File: config.mk
export PLATFORM = sky130hd
export DESIGN_NAME = mac_sequencer
export DESIGN_NICKNAME = d
export VERILOG_FILES = /design/src/rtl/mac_sequencer.sv
export SDC_FILE = /design/constraint.sdc
export NUM_CORES = 1
export LEC_CHECK = 0
export CAP_MARGIN = 20
export CORE_MARGIN = 5
export CORE_UTILIZATION = 45
export CTS_BUF_LIST = sky130_fd_sc_hd__clkbuf_4 sky130_fd_sc_hd__clkbuf_8
export DETAILED_ROUTE_END_ITERATION = 10
export GPL_TIMING_DRIVEN = 0
export MAX_ROUTING_LAYER = met4
export PLACE_DENSITY = 0.76
export SETUP_SLACK_MARGIN = 0.05
export SYNTH_ARGS = -nofsm -noshare
export SYNTH_HDL_FRONTEND = slang
export SYNTH_SLANG_ARGS = --single-unit
export TNS_END_PERCENT = 10
File: constraint.sdc
create_clock -name clk -period 4.3 [get_ports clk]
set_input_delay 0.86 -clock clk [delete_from_list [all_inputs] [get_ports clk]]
set_output_delay 0.86 -clock clk [all_outputs]
set_load 0.05 [all_outputs]
File: src/rtl/mac_sequencer.sv
`default_nettype none
// ============================================================================
// Module   : mac_sequencer
// Purpose  : Sequencer for a coefficient-ROM / sample-RAM multiply-accumulate
//            datapath. While idle it passes host sample writes straight to the
//            sample RAM. On a start request it walks taps 0..NUM_TAPS-1 over
//            both memories, accumulates ram_q*rom_q, and presents the sum with
//            a one-cycle valid pulse and a level done indicator. A pacing
//            divider optionally slows the tap rate.
// Ports    : clk, rst                 - clock, async active-high reset
//            i_start, i_abort         - run request / run termination
//            i_load_valid/index/data  - host sample write channel
//            o_load_ready             - host writes accepted (IDLE or DONE)
//            o_ram_addr/wdata/we      - sample RAM write/read port
//            o_rom_addr               - coefficient ROM address
//            i_ram_q, i_rom_q         - memory read data (RD_LAT cycles late)
//            o_result, o_result_valid - last completed sum, completion pulse
//            o_busy, o_done_led       - run in progress, completed-run level
// Revision : 1.0 - initial release
// ============================================================================
module mac_sequencer #(
  parameter int DATA_W   = 8,
  parameter int ADDR_W   = 8,
  parameter int NUM_TAPS = 10,
  parameter int ACC_W    = 20,
  parameter int RD_LAT   = 1,
  parameter int STEP_DIV = 1
) (
  input  logic              clk,
  input  logic              rst,
  input  logic              i_start,
  input  logic              i_abort,
  input  logic              i_load_valid,
  input  logic [ADDR_W-1:0] i_load_index,
  input  logic [DATA_W-1:0] i_load_data,
  output logic              o_load_ready,
  output logic [ADDR_W-1:0] o_ram_addr,
  output logic [DATA_W-1:0] o_ram_wdata,
  output logic              o_ram_we,
  output logic [ADDR_W-1:0] o_rom_addr,
  input  logic [DATA_W-1:0] i_ram_q,
  input  logic [DATA_W-1:0] i_rom_q,
  output logic [ACC_W-1:0]  o_result,
  output logic              o_result_valid,
  output logic              o_busy,
  output logic              o_done_led
);

  // One shared counter times both the WAIT and PACE phases; it only has to
  // reach the larger of RD_LAT-2 and STEP_DIV-2.
  localparam int c_CNT_MAX = (RD_LAT > STEP_DIV) ? RD_LAT : STEP_DIV;
  localparam int c_CNT_W   = (c_CNT_MAX < 2) ? 1 : $clog2(c_CNT_MAX);

  localparam logic [c_CNT_W-1:0] c_WAIT_LAST = c_CNT_W'((RD_LAT   > 1) ? RD_LAT   - 2 : 0);
  localparam logic [c_CNT_W-1:0] c_PACE_LAST = c_CNT_W'((STEP_DIV > 1) ? STEP_DIV - 2 : 0);
  localparam logic [ADDR_W-1:0]  c_LAST_TAP  = ADDR_W'(NUM_TAPS - 1);
  localparam bit                 c_HAS_WAIT  = (RD_LAT > 1);
  localparam bit                 c_HAS_PACE  = (STEP_DIV > 1);

  typedef enum logic [2:0] {
    S_IDLE  = 3'd0,
    S_ISSUE = 3'd1,
    S_WAIT  = 3'd2,
    S_ACC   = 3'd3,
    S_PACE  = 3'd4,
    S_DONE  = 3'd5
  } state_t;

  state_t              r_state;
  state_t              w_state_next;

  logic [ACC_W-1:0]    r_acc;
  logic [ACC_W-1:0]    r_result;
  logic                r_result_valid;
  logic [ADDR_W-1:0]   r_tap;
  logic [c_CNT_W-1:0]  r_cnt;

  logic                w_host;
  logic                w_last;
  logic                w_run_start;
  logic                w_acc_en;
  logic                w_finish;
  logic                w_cnt_clr;
  logic                w_cnt_inc;

  logic [2*DATA_W-1:0] w_prod;
  logic [ACC_W-1:0]    w_prod_ext;
  logic [ACC_W-1:0]    w_acc_next;

  // --------------------------------------------------------------------------
  // Datapath: unsigned full-width product, fitted to the accumulator width.
  // The running sum wraps naturally modulo 2^ACC_W.
  // --------------------------------------------------------------------------
  assign w_prod = {{DATA_W{1'b0}}, i_ram_q} * {{DATA_W{1'b0}}, i_rom_q};

  generate
    if (ACC_W > 2*DATA_W) begin : g_prod_zext
      assign w_prod_ext = {{(ACC_W-2*DATA_W){1'b0}}, w_prod};
    end else if (ACC_W == 2*DATA_W) begin : g_prod_same
      assign w_prod_ext = w_prod;
    end else begin : g_prod_trunc
      assign w_prod_ext = w_prod[ACC_W-1:0];
    end
  endgenerate

  assign w_acc_next = r_acc + w_prod_ext;
  assign w_last     = (r_tap == c_LAST_TAP);
  assign w_host     = (r_state == S_IDLE) || (r_state == S_DONE);

  // --------------------------------------------------------------------------
  // FSM state register
  // --------------------------------------------------------------------------
  always_ff @(posedge clk or posedge rst) begin
    if (rst) begin
      r_state <= S_IDLE;
    end else begin
      r_state <= w_state_next;
    end
  end

  // --------------------------------------------------------------------------
  // FSM next-state and control decode
  // --------------------------------------------------------------------------
  always_comb begin
    w_state_next = r_state;
    w_run_start  = 1'b0;
    w_acc_en     = 1'b0;
    w_finish     = 1'b0;
    w_cnt_clr    = 1'b0;
    w_cnt_inc    = 1'b0;

    unique case (r_state)
      S_IDLE, S_DONE: begin
        // A host write wins over a simultaneous start; the start is dropped.
        if (i_load_valid) begin
          w_state_next = S_IDLE;
        end else if (i_start) begin
          w_run_start  = 1'b1;
          w_state_next = S_ISSUE;
        end
      end

      S_ISSUE: begin
        w_cnt_clr = 1'b1;
        if (i_abort) begin
          w_state_next = S_IDLE;
        end else if (c_HAS_WAIT) begin
          w_state_next = S_WAIT;
        end else begin
          w_state_next = S_ACC;
        end
      end

      S_WAIT: begin
        if (i_abort) begin
          w_state_next = S_IDLE;
        end else if (r_cnt == c_WAIT_LAST) begin
          w_state_next = S_ACC;
        end else begin
          w_cnt_inc = 1'b1;
        end
      end

      S_ACC: begin
        w_cnt_clr = 1'b1;
        if (i_abort) begin
          w_state_next = S_IDLE;
        end else begin
          w_acc_en = 1'b1;
          if (w_last) begin
            w_finish     = 1'b1;
            w_state_next = S_DONE;
          end else if (c_HAS_PACE) begin
            w_state_next = S_PACE;
          end else begin
            w_state_next = S_ISSUE;
          end
        end
      end

      S_PACE: begin
        if (i_abort) begin
          w_state_next = S_IDLE;
        end else if (r_cnt == c_PACE_LAST) begin
          w_state_next = S_ISSUE;
        end else begin
          w_cnt_inc = 1'b1;
        end
      end

      default: begin
        w_state_next = S_IDLE;
      end
    endcase
  end

  // --------------------------------------------------------------------------
  // Accumulator, tap index, result and phase counter
  // --------------------------------------------------------------------------
  always_ff @(posedge clk or posedge rst) begin
    if (rst) begin
      r_acc          <= '0;
      r_tap          <= '0;
      r_result       <= '0;
      r_result_valid <= 1'b0;
      r_cnt          <= '0;
    end else begin
      r_result_valid <= w_finish;

      if (w_run_start) begin
        r_acc <= '0;
        r_tap <= '0;
      end

      if (w_acc_en) begin
        r_acc <= w_acc_next;
        // The tap index holds on the last tap so it never passes NUM_TAPS-1.
        if (!w_last) begin
          r_tap <= r_tap + ADDR_W'(1);
        end
      end

      if (w_finish) begin
        r_result <= w_acc_next;
      end

      if (w_cnt_clr) begin
        r_cnt <= '0;
      end else if (w_cnt_inc) begin
        r_cnt <= r_cnt + c_CNT_W'(1);
      end
    end
  end

  // --------------------------------------------------------------------------
  // Outputs. The tap register doubles as the read address, so the address is
  // stable from ISSUE through WAIT and ACC.
  // --------------------------------------------------------------------------
  assign o_load_ready   = w_host;
  assign o_ram_we       = w_host & i_load_valid;
  assign o_ram_addr     = w_host ? i_load_index : r_tap;
  assign o_ram_wdata    = i_load_data;
  assign o_rom_addr     = r_tap;
  assign o_result       = r_result;
  assign o_result_valid = r_result_valid;
  assign o_busy         = ~w_host;
  assign o_done_led     = (r_state == S_DONE);

endmodule
`default_nettype wire

# Word level (Yosys, flattened, before mapping)
# Cells that the tools add are included.
dict set report word_totals {
  latch_bits 0
  in_bits 37
  ramBits 0
  regBits 53
  memories 0
  word_cells 59
  mem_bits_ro 0
  out_inout_bits 49
}
dict set report op_classes {
  reduce_logical 8
  mul 1
  muxes 30
  bitwise 2
  n_shift 0
  n_eq_ne 9
  n_addsub 3
  div 0
  magnitude_cmp 0
}
# operator n
set op_table {}
lappend op_table {{$mux W20} 2}
lappend op_table {{$mux W8} 4}
lappend op_table {{$mux W3} 8}
lappend op_table {{$add A20 B16 Y20} 1}
lappend op_table {{$mul A8 B8 Y16} 1}
lappend op_table {{$pmux W3 S5} 1}
lappend op_table {{$mux W1} 14}
lappend op_table {{$ne A3 B3 Y1 const B} 3}
lappend op_table {{$add A8 B1 Y8 const B} 1}
lappend op_table {{$eq A8 B4 Y1 const B} 1}
lappend op_table {{$eq A3 B2 Y1 const B} 2}
lappend op_table {{$eq A3 B3 Y1 const B} 2}
lappend op_table {{$reduce_or A2 Y1} 3}
lappend op_table {{$reduce_bool A2 Y1} 2}
lappend op_table {{$eq A3 B1 Y1 const B} 1}
lappend op_table {{$logic_not A3 Y1} 1}
lappend op_table {{$reduce_and A3 Y1} 1}
lappend op_table {{$mux W2} 1}
lappend op_table {{$add A1 B1 Y1 const B} 1}
lappend op_table {{$and A1 B1 Y1} 1}
lappend op_table {{$logic_or A1 B1 Y1} 1}
lappend op_table {{$not A1 Y1} 1}

# Logic depth before layout (Yosys ltp)
dict set report logic_depth {
  word_depth 6
  ltp_mapped 16
  mapped_depth_nobuf 15
}

# Least setup slack after synthesis
# Ideal clock, no wire load.
dict set report synth_timing {
  kind {input to register}
  start {input i_ram_q[5]}
  end {register r_acc[19]}
  slack_ns -0.521
  path_buffers 1
  required_time_ns 4.176
  setup_ns 0.124
  cell_stages 15
  arrival_ns 4.697
  path_cell_list {clkbuf_1 nand2_1 fa_1 inv_1 fa_1 fa_1 inv_1 fa_1 inv_1 ha_1 o21a_1 o2111a_1 a211oi_1 nor4_1 a211o_1}
}
dict set report synth_between {
  elab_chain_cells 3
}
# item line_no
set synth_rtl {}
lappend synth_rtl {{start: declaration} 41} ;# input logic [DATA_W-1:0] i_ram_q,
lappend synth_rtl {{$mul A8 B8 Y16} 94} ;# assign w_prod = {{DATA_W{1'b0}}, i_ram_q} * {{DATA_W{1'b0}}, i_rom_q};
lappend synth_rtl {{$add A20 B16 Y20} 106} ;# assign w_acc_next = r_acc + w_prod_ext;
lappend synth_rtl {{$mux W20} 215} ;# if (w_acc_en) begin
lappend synth_rtl {{end signal: assignment} 216} ;# r_acc <= w_acc_next;
lappend synth_rtl {{end: declaration} 72} ;# logic [ACC_W-1:0] r_acc;
# No other way between the ends.
# A chain may end at the register's enable or synchronous reset.

# Worst setup path after layout
dict set report layout_timing {
  start {input i_rom_q[1]}
  end {register r_acc[19]}
}
dict set report layout_between {
  elab_chain_cells 3
}
# item line_no
set layout_rtl {}
lappend layout_rtl {{start: declaration} 42} ;# input logic [DATA_W-1:0] i_rom_q,
lappend layout_rtl {{$mul A8 B8 Y16} 94}
lappend layout_rtl {{$add A20 B16 Y20} 106}
lappend layout_rtl {{$mux W20} 215}
# No other way between the ends.

==> out/qor.txt <==
power density cells -> 637.2 nW/um^2
die width -> 118.8 um
most frequent cell after synthesis -> inv_1
Final setup viols -> 10
f_max -> 0.2273 GHz
Tcrit/Tclk final -> 102.3%
DRT antenna net count -> 0
Fillers -> 994
failing checks -> setup timing
Pleak -> 3.285 nW
Clock Sinks -> 53
total power -> 0.004311 W
Post-DP Area -> 6457 um^2
Hold Crit Class -> reg -> reg
IO buf count -> 74
Worst-Margin Slew -> 0.6812 ns
Worst Reg-to-Reg Cells -> 15
Initial Util -> 46.23%
initial detailed-routing violation count -> 136
startpoint types -> input port
Remaining DRCs -> 0
R2R Path End -> r_acc[19]
final wirelength -> 13160 um
P&R area growth vs syn -> 27.10%
antenna fix cells -> 0
Syn Nets -> 724
first-pass GRT wire length -> 22570 um
num ports -> 86
RR Startpoint -> r_acc[6]
drt via density -> 5.317
DPL Wire Length -> 10750 um
largest area contributor in the netlist -> dfrtp_1
Syn Inst Count -> 594
initial antenna violation count -> 0
root buf cell -> clkbuf_8
R2R Setup Slk -> 0.19 ns
GRT overflow -> 0
largest net degree at the start of global routing -> 41
VDD IR-drop max -> 0.0004044 V
RSZ-0062 raised after global routing -> yes
Final Hold Viols -> 0
max_cap viols -> 0
yosys warns -> 0
Die Ht -> 118.8 um
number of nets in the layout -> 810
vias in the first global route -> 4847
cts bufs inserted -> 5
Crit. Startpoint -> i_rom_q[1]
Worst setup EP type -> flop
Critical Path Fanout Max -> 8
mean post-synth cell area -> 8.963 um^2
row cnt -> 39
Clock Latency Late Sink -> 0.32 ns
ys async rst share -> 100.0%
setup ws final -> -0.09990 ns
Yosys top cell area share -> 24.91%
Global Route Usage Sum -> 19.80%
Core ar. -> 11520 um^2
DIE AREA -> 14110 um^2
outcome -> complete, but fails checks
CP required -> 4.51 ns
Hold-fix buffers, CTS -> 0
Primary FF master, synth -> dfrtp_1
Post-Layout Inst Area -> 6766 um^2
final setup skew -> 0.01144 ns
CP Class -> in -> reg
layout cells sized above 1 -> 18.80%
Worst-path clk slew -> 0.11 ns
top post-synthesis cells by count -> inv_1, nand2_1, dfrtp_1
clk buf depth -> 2
via count -> 4381
Post-Route Hold Slack -> 0.5032 ns
GPL Wtd Cong -> 0.9010
Synth cell types -> 63
H-tree Lvls -> 2
number of detailed-route iterations in the first pass -> 4
CP arrival -> 4.61 ns
Post-synth EDFFs -> 0
flops & latches, synth -> 53
CP endpoint -> r_acc[19]
synthesized area -> 5324 um^2
Final Critical Period -> 4.400 ns
slew margin rel. -> 54.59%
CTS tree -> done
Max Slew Vio Count -> 0
routed len/inst -> 15.97 um
pre-CTS setup slack -> -1.147 ns
synth top area cells -> dfrtp_1, fa_1, ha_1, inv_1, nand2_1
register area share after synthesis -> 24.91%
## area by class of cell
cell class,count,area [um^2],area share [%]
plain buffers,28,217.7,3.217
clock buffers,5,68.82,1.017
clock inverters,3,28.78,0.4253
inverters,103,386.6,5.714
multi-input cells,410,3740,55.27
flip-flops and latches,53,1326,19.60
well taps,143,178.9,2.644
repair buffers,79,819.5,12.11
## power by group
group          internal (W)  total (W)  switching [W]
Sequential         0.000570   0.000633      0.0000629
Clock              0.000122   0.000313       0.000190
Combinational       0.00139    0.00337        0.00198
Total               0.00208    0.00431        0.00223
## critical path, stage by stage
cell       delay [ns]
clkbuf_8         0.14
nand2_1          0.08
fa_1             0.51
inv_1            0.06
fa_1             0.49
fa_1             0.57
fa_1             0.46
ha_4             0.32
o211ai_1         0.09
buf_4            0.16
o211ai_4         0.26
a21o_1           0.27
a2111oi_2        0.10
a211o_1          0.23
## sequential cells by signal (all words and copies together) (netlist names)
register        flops
o_result           20
o_result_valid      1
r_acc              20
o_rom_addr          8
r_cnt               1
r_state             3
## placed cells by master (no fill, tap or decap), drive strengths merged, types with 3 or more instances in the layout
cell             n
o21ai           27
a22o            12
and2            37
dfrtp           53
nor3             5
a211oi           5
nand2b           4
nand2           97
nor2            17
xor2            10
nand3           15
ha              43
a21oi           20
o31ai            3
a31oi            7
a21o             4
inv            104
clkdlybuf4s50   61
o211ai           4
xnor2            6
nand4            5
clkbuf          11
and3             5
fa              50
buf             40
mux2             7
## per-layer routing
metal / GRT usage [%] / share of wire (%)
met5: - / 0
met1: 24.37 / 45
met4: 5.069 / 2.0
met3: 2.388 / 3.1
met2: 34.67 / 50
## what timing repair did
action,in CTS,in global routing
setup endpoints to repair,28,20
hold endpoints to repair,0,0
pin swaps,27,14
setup buffers,3,1
resized for setup,114,17
## cells by family (layout without fill, tap and decap cells)
| group | after synthesis | count (layout) | share of synthesized area, % |
|---|---|---|---|
| AO/OA/AOI/OAI | 96 | 96 | 12.95 |
| multiplexers | 8 | 8 | 1.739 |
| adder cells (fa/ha/maj) | 93 | 93 | 28.91 |
| flip-flops | 53 | 53 | 24.91 |
| AND/OR/NAND/NOR | 197 | 197 | 18.36 |
| buffers and inverters | 131 | 218 | 10.50 |
| XOR/XNOR | 16 | 16 | 2.632 |
## through the flow
| step | cells | TNS [ns] | util (%) |
|---|---|---|---|
| after floorplan | 594 | -1.036 | - |
| after global placement | 811 | -24.42 | 55.90 |
| after detailed placement | 812 | -26.41 | 56.07 |
| after CTS | 823 | -0.2002 | 58.09 |
| after global routing | 824 | -1.687 | 58.76 |
| final | 824 | -0.5125 | 58.76 |
## worst min path at each step
stage | start | to | slack [ns] | cells past startpoint
2_1_floorplan | r_acc[13] | r_acc[13] | 0.45 | 2
4_1_cts | o_result[1] | o_result[1] | 0.51 | 2
3_3_place_gp | o_result[1] | o_result[1] | 0.47 | 2
3_5_place_dp | o_result[1] | o_result[1] | 0.47 | 2
5_1_grt | o_result[1] | o_result[1] | 0.52 | 2
6_report | r_acc[15] | r_acc[15] | 0.50 | 2
(Power assumes the default switching activity.)
